$ cat config.mk
export PLATFORM = sky130hd
export DESIGN_NAME = button_event
export DESIGN_NICKNAME = d
export VERILOG_FILES = /design/src/rtl/button_event_pkg.sv /design/src/rtl/button_event.sv
export SDC_FILE = /design/constraint.sdc
export NUM_CORES = 1
export LEC_CHECK = 0
export CAP_MARGIN = 15
export CORE_ASPECT_RATIO = 1.4
export CORE_MARGIN = 8
export CORE_UTILIZATION = 62
export DETAILED_ROUTE_END_ITERATION = 16
export PLACE_DENSITY = 0.91
export SLEW_MARGIN = 30
export SYNTH_ARGS = -nofsm -noshare
export SYNTH_HDL_FRONTEND = slang
export SYNTH_SLANG_ARGS = --single-unit
$ cat constraint.sdc
create_clock -name clk -period 3.6 [get_ports clk]
set_input_delay 0.72 -clock clk [delete_from_list [all_inputs] [get_ports clk]]
set_output_delay 0.72 -clock clk [all_outputs]
set_load 0.1 [all_outputs]
$ cat src/rtl/button_event_pkg.sv
// Shared definitions for the button event detector: state encodings,
// the FSM state type and a small helper for sizing the cycle counter.
package button_event_pkg;

    localparam logic [1:0] ST_INIT  = 2'd0;
    localparam logic [1:0] ST_IDLE  = 2'd1;
    localparam logic [1:0] ST_PRESS = 2'd2;
    localparam logic [1:0] ST_LONG  = 2'd3;

    typedef enum logic [1:0] {
        INIT  = ST_INIT,
        IDLE  = ST_IDLE,
        PRESS = ST_PRESS,
        LONG  = ST_LONG
    } state_t;

    // Larger of two integers, used to size the shared press/repeat counter.
    function automatic int max_int(input int a, input int b);
        return (a > b) ? a : b;
    endfunction

endpackage

$ cat src/rtl/button_event.sv
// Button event detector. Turns a debounced, synchronous button level into
// one-cycle press / release / long-press / auto-repeat pulses, a held level
// and a wrapping count of accepted presses.
// The release and repeat pulses are named release_evt and repeat_evt because
// "release" and "repeat" are reserved words in SystemVerilog.
module button_event
    import button_event_pkg::*;
#(
    parameter int LONG_CNT   = 50_000_000,
    parameter int REPEAT_CNT = 10_000_000
) (
    input  logic       clk,
    input  logic       reset,
    input  logic       in,
    output logic       press,
    output logic       release_evt,
    output logic       long_press,
    output logic       repeat_evt,
    output logic       held,
    output logic [7:0] press_cnt
);

    localparam int CNT_W = $clog2(max_int(LONG_CNT, REPEAT_CNT));
    localparam logic [CNT_W-1:0] LONG_LAST   = CNT_W'(LONG_CNT - 1);
    localparam logic [CNT_W-1:0] REPEAT_LAST = CNT_W'(REPEAT_CNT - 1);

    state_t           state_q, state_d;
    logic [CNT_W-1:0] cnt_q, cnt_d;
    logic             press_q, press_d;
    logic             release_q, release_d;
    logic             long_q, long_d;
    logic             repeat_q, repeat_d;
    logic             held_q, held_d;
    logic [7:0]       press_cnt_q, press_cnt_d;

    // Next-state logic: a button held through reset waits in INIT until it is
    // released; a release always beats a long-press or repeat on the same edge.
    always_comb begin
        state_d     = state_q;
        cnt_d       = cnt_q;
        press_d     = 1'b0;
        release_d   = 1'b0;
        long_d      = 1'b0;
        repeat_d    = 1'b0;
        press_cnt_d = press_cnt_q;
        case (state_q)
            INIT: begin
                if (!in) begin
                    state_d = IDLE;
                end
            end
            IDLE: begin
                if (in) begin
                    state_d     = PRESS;
                    cnt_d       = '0;
                    press_d     = 1'b1;
                    press_cnt_d = press_cnt_q + 8'd1;
                end
            end
            PRESS: begin
                if (!in) begin
                    state_d   = IDLE;
                    cnt_d     = '0;
                    release_d = 1'b1;
                end else if (cnt_q == LONG_LAST) begin
                    state_d = LONG;
                    cnt_d   = '0;
                    long_d  = 1'b1;
                end else begin
                    cnt_d = cnt_q + CNT_W'(1);
                end
            end
            LONG: begin
                if (!in) begin
                    state_d   = IDLE;
                    cnt_d     = '0;
                    release_d = 1'b1;
                end else if (cnt_q == REPEAT_LAST) begin
                    cnt_d    = '0;
                    repeat_d = 1'b1;
                end else begin
                    cnt_d = cnt_q + CNT_W'(1);
                end
            end
            default: begin
                state_d = INIT;
                cnt_d   = '0;
            end
        endcase
        held_d = (state_d == PRESS) || (state_d == LONG);
    end

    // State, counter and registered outputs; reset returns to INIT silently.
    always_ff @(posedge clk) begin
        if (reset) begin
            state_q     <= INIT;
            cnt_q       <= '0;
            press_q     <= 1'b0;
            release_q   <= 1'b0;
            long_q      <= 1'b0;
            repeat_q    <= 1'b0;
            held_q      <= 1'b0;
            press_cnt_q <= 8'd0;
        end else begin
            state_q     <= state_d;
            cnt_q       <= cnt_d;
            press_q     <= press_d;
            release_q   <= release_d;
            long_q      <= long_d;
            repeat_q    <= repeat_d;
            held_q      <= held_d;
            press_cnt_q <= press_cnt_d;
        end
    end

    assign press       = press_q;
    assign release_evt = release_q;
    assign long_press  = long_q;
    assign repeat_evt  = repeat_q;
    assign held        = held_q;
    assign press_cnt   = press_cnt_q;

endmodule

---- After elaboration in Yosys (flattened, before gate mapping) ----
Index checks and enable logic that the tools add are counted.
word-level totals
  register bits ........................... 41
  bits of input ports ..................... 3
  output and inout bits ................... 13
  logic and storage cells ................. 49
operators by class
  add/subtract/negate cells ............... 2
  eq/ne operators ......................... 8
  multiplexer cells ....................... 15
  bitwise logic cells ..................... 5
  reductions and logical operators ........ 11
operators with widths
  kind                   number
  $mux 26                5
  $pmux 26 s3            1
  $add 26x1->26 const B  1
  $eq 26x24->1 const B   1
  $eq 26x26->1 const B   1
  $add 8x1->8 const B    1
  $eq 2x2->1 const B     4
  $mux 2                 4
  $reduce_or 2->1        4
  $pmux 2 s3             1
  $reduce_or 3->1        2
  $not 1->1              5
  $mux 1                 4
  $reduce_and 2->1       2
  $reduce_bool 3->1      1
  $eq 2x1->1 const B     1
  $logic_not 2->1        1
  $ne 2x2->1 const B     1
  $logic_or 1x1->1       1

---- Depth between registers and ports, before layout ----
Gate-level depths: netlist (run 1).
  word-level depth ........................ 6
  depth in mapped cells ................... 8
  gate-level depth less buffers ........... 8

---- Least setup slack after synthesis (run 1) ----
OpenSTA, ideal clock, no wires.
  path kind ............................... register to register
  start ................................... register held (netlist name)
  end ..................................... register cnt_q[16]
  library setup time ...................... 0.115 ns
  arrival time ............................ 2.619 ns
  required time ........................... 3.485 ns
  path slack .............................. 0.866 ns
  cell stages (with the launch flop) ...... 9
  buffers on the path ..................... 0
  clock period less this slack ............ 2.734 ns
  path through ............................ dfxtp_1 > inv_1 > ha_1 > nor2b_1 > nor4_1 > nand2_1 > nor2_1 > xnor2_1 > nor2_2
RTL lines
  what                  RTL line             source
  end signal, assigned  button_event.sv:106  cnt_q <= cnt_d;
  end, declared         button_event.sv:28   logic [CNT_W-1:0] cnt_q, cnt_d;

---- Final worst setup path (run 1) ----
  start ................................... register press_cnt_q[2] (netlist: press_cnt[2])
  end ..................................... output port press_cnt[2]
RTL lines
  what                    RTL line             source
  start, declared         button_event.sv:34   logic [7:0] press_cnt_q, press_cnt_d;
  start signal, assigned  button_event.sv:112  press_cnt_q <= press_cnt_d;
  end, declared           button_event.sv:20   output logic [7:0] press_cnt
No word-level cell between the ends.

==> flow_metrics.env, run 1 <==
export IMPL_status="finished clean"
export IMPL_max_freq_mhz=383
export IMPL_htree_levels=2
export IMPL_wire_per_inst_um=15.6
export IMPL_synth_cell_type_count=44
export IMPL_via_per_inst=6.00
export IMPL_grt_pass1_vias=1666
export IMPL_antenna_cells=0
export IMPL_maxSlewViolCount=0
export IMPL_drc_errors=0
export IMPL_drt_iter0_markers=105
export IMPL_clock_sinks=40
export IMPL_rows=24
export IMPL_p_leak_uw=0.000818
export IMPL_grt_pass1_wl_um=7510
export IMPL_timing_setup_tns_ns=0
export IMPL_nets=249
export IMPL_start_util=0.651
export IMPL_cts_hold_buffers_added=0
export IMPL_critPathRequiredTime_ns=2.88
export IMPL_relSlewSlack=0.333
export IMPL_totalWireLength_um=4360
export IMPL_ctsResizeCount=0
export IMPL_cts_buffer_depth=2
export IMPL_crit_arrival_ns=1.89
export IMPL_final_cell_mix="dfxtp_1, nor2_1, nand2_1"
export IMPL_gp_congestion=0.794
export IMPL_fillers=237
export IMPL_syn_cell_area_um2=2030
export IMPL_ir_drop_mv=0.329
export IMPL_final_common_cell="dfxtp_1"
export IMPL_cp_max_fo=5
export IMPL_cts_tree="yes"
export IMPL_cp_end_kind="output pin"
export IMPL_post_route_period_util=0.725
export IMPL_die_h_um=83.8
export IMPL_critical_path_top_delay_family="buffers and inverters"
export IMPL_root_buffer="clkbuf_8"
export IMPL_rsz0062_at_grt="no"
export IMPL_path_cells="clkdlybuf4s50_1"
export IMPL_grt_max_degree=18
export IMPL_synthCells=220
export IMPL_fin_crit_ns=2.61
export IMPL_via_count=1674
export IMPL_yosys_register_bits=40
export IMPL_ys_seq_area_frac=0.394
export IMPL_post_cts_buffers=0
export IMPL_port_buffers=15
export IMPL_first_pass_iters=4
export IMPL_clk_pin_slew_worst_paths_ns=0.08
export IMPL_area_delta_synth_final_pct=12.8
export IMPL_powerDensity_nw_per_um2=368
export IMPL_finalHoldViolCount=0
export IMPL_grtUsageTotal=0.173
export IMPL_fin_util=0.735
export IMPL_place_hpwl_um=3160
export IMPL_hold_class="flip-flop to flip-flop"
export IMPL_worst_pin_slew_ns=0.997
export IMPL_die_area_um2=5400
export IMPL_cts_buffers=5
export IMPL_grt_ovfl_total=0
export IMPL_finalClockSkew_ns=0.00553
export IMPL_crit_buf_inv=1
export IMPL_crit_type="flip-flop to output pin"
export IMPL_cp_slowest_stage_delay_ns=1.17
export IMPL_setup_viol=0
export IMPL_ant_nets=0
export IMPL_crit_slowest_cell="clkdlybuf4s50_1"
export IMPL_maxCapViolations=0
export IMPL_drive_above_1_share=0.133
export IMPL_antenna_found_initial=0
export IMPL_io_pin_count=16
export IMPL_cp_start_kind="flip-flop"
export IMPL_ys_warn_count=0
export IMPL_avgSynthCellArea_um2=9.25
export IMPL_clock_latency_ns=0.29
export IMPL_fp_coreArea_um2=3120
export IMPL_die_w_um=64.4
export IMPL_synth_nets=230
final timing paths:
path / slack (ns) / startpoint / depth (start not counted) / endpoint
min: 0.50 / cnt_q[24] / 1 / cnt_q[24]
min reg2reg: 0.50 / cnt_q[24] / 1 / cnt_q[24]
max reg2reg: 1.06 / cnt_q[0] / 7 / cnt_q[7]
max: 0.99 / press_cnt[2] / 1 / press_cnt[2]
registers in the layout (all words and copies together), names as in the netlist:
register and flops:
cnt_q 26, press_cnt 8, held 1, long_press 1
press 1, release_evt 1, repeat_evt 1, state_q 1
logic make-up (layout without fill, tap and decap cells):
family	count (synthesis)	in the layout	synth area share
buf+inv	10	30	0.0301
compound gates	27	27	0.117
simple gates	110	110	0.303
fa+ha+maj	7	7	0.0430
mux	2	2	0.0105
flops	40	40	0.394
xor+xnor	24	24	0.103
cell usage after synthesis, drive strengths merged:
library cell,n,share of area
a2111oi,1,0.014
a211oi,1,0.0037
a21oi,9,0.028
a221o,1,0.0049
a22o,1,0.0043
a31oi,5,0.015
a41oi,1,0.0043
and2,2,0.0068
and3,10,0.032
and4,2,0.0092
and4bb,1,0.0061
buf,2,0.015
clkbuf,2,0.0037
dfxtp,40,0.39
ha,7,0.043
inv,6,0.011
mux2,1,0.0055
mux2i,1,0.0049
nand2,18,0.033
nand3,12,0.030
nand3b,1,0.0037
nand4,12,0.044
nor2,36,0.080
nor2b,1,0.0031
nor3,5,0.012
nor4,5,0.023
o21ai,5,0.012
o21bai,1,0.0037
o41ai,2,0.027
or2,1,0.0031
or2b,1,0.0037
or4,2,0.0074
or4bb,1,0.0055
xnor2,7,0.030
xor2,17,0.073
layer usage:
metal	track usage	vias up	wire, um
met1	0.173	795	1730
met2	0.307	48	2320
met4	0.0896	0	117
met5	0	-	0
li1	-	819	-
met3	0.0524	12	191
layout make-up:
class                   count  area, um^2  share of cell area
multi-input cells         170        1170               0.511
repair buffers             16         158              0.0687
inverters                   6        22.5             0.00981
flip-flops and latches     40         801               0.349
well taps                  39        48.8              0.0213
clock inverters             2        10.0             0.00436
clock buffers               6        82.6              0.0360
report_power, final:
| group | leakage (uW) | switching, uW | internal, uW |
|---|---|---|---|
| Clock | 0.0000510 | 155 | 153 |
| Combinational | 0.000444 | 63.2 | 22.9 |
| Sequential | 0.000322 | 4.90 | 446 |
per-stage QoR:
step	hold WS, ns	cells	instance area, um^2	setup WS [ns]	total power [uW]
2_1_floorplan	0.448	220	2030	0.866	531
6_report	0.503	279	2290	0.991	845
5_1_grt	0.533	279	2290	0.913	875
4_1_cts	0.501	279	2290	0.986	849
3_5_place_dp	0.483	271	2200	0.913	547
3_3_place_gp	0.477	271	2200	0.962	544
(Power assumes the default switching activity.)
==> run 2: changes to the inputs <==
CORE_UTILIZATION = 57   (was 62)
PLACE_DENSITY = 0.85   (was 0.91)
clock period = 2.6 ns   (was 3.6 ns; I/O delays follow)
==> flow_metrics.env, run 2 (same netlist as run 1, synthesis figures left out) <==
export IMPL_antenna_found_initial=0
export IMPL_wire_per_inst_um=14.7
export IMPL_fin_cells=286
export IMPL_first_pass_iters=6
export IMPL_cp_max_fo=16
export IMPL_swShare=0.230
export IMPL_fin_crit_ns=2.26
export IMPL_status="finished clean"
export IMPL_crit_start="cnt_q[0]"
export IMPL_setup_viol=0
export IMPL_min_to="cnt_q[1]"
export IMPL_cts_tree="yes"
export IMPL_via_per_inst=5.90
export IMPL_internal_power_uw=996
export IMPL_r2r_end="cnt_q[25]"
export IMPL_dpl_cell_area_um2=2220
export IMPL_cts_hold_buffers_added=0
export IMPL_top_layer_used="met4"
export IMPL_clock_latency_ns=0.29
export IMPL_start_util=0.597
export IMPL_htree_levels=2
export IMPL_die_w_um=66.5
export IMPL_gp_congestion=0.863
export IMPL_rsz0062_at_grt="no"
export IMPL_crit_arrival_ns=2.43
export IMPL_dpl_cell_count=278
export IMPL_critPathRequiredTime_ns=2.78
export IMPL_comb_power_share=0.098
export IMPL_totalWireLength_um=4190
export IMPL_ctsResizeCount=0
export IMPL_p_leak_uw=0.000888
export IMPL_power_frac_seq=0.483
export IMPL_port_buffers=15
export IMPL_final_common_cell="dfxtp_1"
export IMPL_power_switching_uw=297
export IMPL_rows=25
export IMPL_critical_path_top_delay_family="compound AO/OA/AOI/OAI gates"
export IMPL_whs_path_depth=1
export IMPL_finalHoldViolCount=0
export IMPL_drive_above_1_share=0.211
export IMPL_post_route_period_util=0.869
export IMPL_cts_buffer_depth=2
export IMPL_clock_sinks=40
export IMPL_antenna_cells=0
export IMPL_ant_nets=0
export IMPL_drt_met1_wl_um=1720
export IMPL_path_cells="ha_1, and4bb_1, nand4_4, o41ai_4, a2111oi_4, buf_4, and3_1, a221o_1"
export IMPL_drt_iter0_markers=61
export IMPL_dp_slack_ns=0.266
export IMPL_crit_type="flip-flop to flip-flop"
export IMPL_clk_pin_slew_worst_paths_ns=0.07
export IMPL_grt_max_degree=17
export IMPL_regMostFlops="cnt_q"
export IMPL_cp_slowest_stage_delay_ns=0.45
export IMPL_maxCapViolations=0
export IMPL_worst_pin_slew_ns=0.429
export IMPL_crit_slowest_cell="o41ai_4"
export IMPL_pwr_share_clk=0.419
export IMPL_powerDensity_nw_per_um2=551
export IMPL_post_cts_buffers=0
export IMPL_largest_reg_flops=26
export IMPL_crit_buf_inv=1
export IMPL_finalClockSkew_ns=0.00731
export IMPL_fp_coreArea_um2=3410
export IMPL_fin_ws_ns=0.341
export IMPL_timing_setup_tns_ns=0
export IMPL_wl_met2_um=2150
export IMPL_via_count=1686
export IMPL_reg2reg_slack_ns=0.34
export IMPL_cp_end_kind="flip-flop"
export IMPL_max_freq_mhz=443
export IMPL_grt_pass1_wl_um=7390
export IMPL_grt_pass1_vias=1713
export IMPL_io_pin_count=16
export IMPL_cp_start_kind="flip-flop"
export IMPL_grt_ovfl_total=0
export IMPL_r2r_start="cnt_q[0]"
export IMPL_die_h_um=86.7
export IMPL_wl_met3_um=218
export IMPL_ir_drop_mv=0.491
export IMPL_drc_errors=0
export IMPL_die_area_um2=5760
export IMPL_root_buffer="clkbuf_8"
export IMPL_maxSlewViolCount=0
export IMPL_final_cell_mix="dfxtp_1, nor2_1, buf_4"
export IMPL_area_delta_synth_final_pct=15.2
export IMPL_relSlewSlack=0.712
export IMPL_min_from="cnt_q[1]"
export IMPL_cts_buffers=5
export IMPL_final_cell_area_um2=2340
export IMPL_holdWs_ns=0.502
export IMPL_grtUsageTotal=0.159
export IMPL_hold_class="flip-flop to flip-flop"
export IMPL_reg2reg_depth=8
export IMPL_nets=255
export IMPL_fillers=270
export IMPL_place_hpwl_um=3170
==> run 2: how the worst max path moves through the flow <==
stage                     end  depth (start not counted)
floorplan           cnt_q[16]                          8
global placement    cnt_q[24]                          6
detailed placement  cnt_q[15]                          7
CTS                 cnt_q[25]                          8
global route        cnt_q[25]                          8
finish              cnt_q[25]                          8
==> run 2: routing by layer <==
metal | up-vias | global-route usage
li1 | 828 | -
met1 | 790 | 0.164
met2 | 57 | 0.284
met3 | 11 | 0.0465
met4 | 0 | 0.0702
met5 | - | 0
==> run 2: power by group through the flow <==
stage	sequential (uW)	clock (uW)	combinational, uW
finish	625	541	126
global route	625	572	136
CTS	624	552	126
detailed placement	639	0	125
global placement	638	0	123
floorplan	663	0	72.2
==> run 2: final cells by class <==
cell class              instances  area (um^2)  area share
multi-input cells             170         1170       0.500
flip-flops and latches         40          802       0.342
repair buffers                 22          170      0.0726
clock buffers                   7         96.3      0.0411
well taps                      40         50.0      0.0214
clock inverters                 1         30.0      0.0128
inverters                       6         22.5     0.00961
==> run 2: per-stage QoR <==
stage               total power (uW)   util
finish                          1290  0.687
global route                    1330  0.687
CTS                             1300  0.687
detailed placement               764  0.650
global placement                 762  0.650
floorplan                        735      -
==> run 2: worst reg2reg max path: cells and delay by family, from the launching register on <==
| kind | cells | cell delay [ns] |
|---|---|---|
| compound gates | 3 | 0.82 |
| fa+ha+maj | 1 | 0.18 |
| buf+inv | 1 | 0.21 |
| flops | 1 | 0.37 |
| simple gates | 3 | 0.57 |
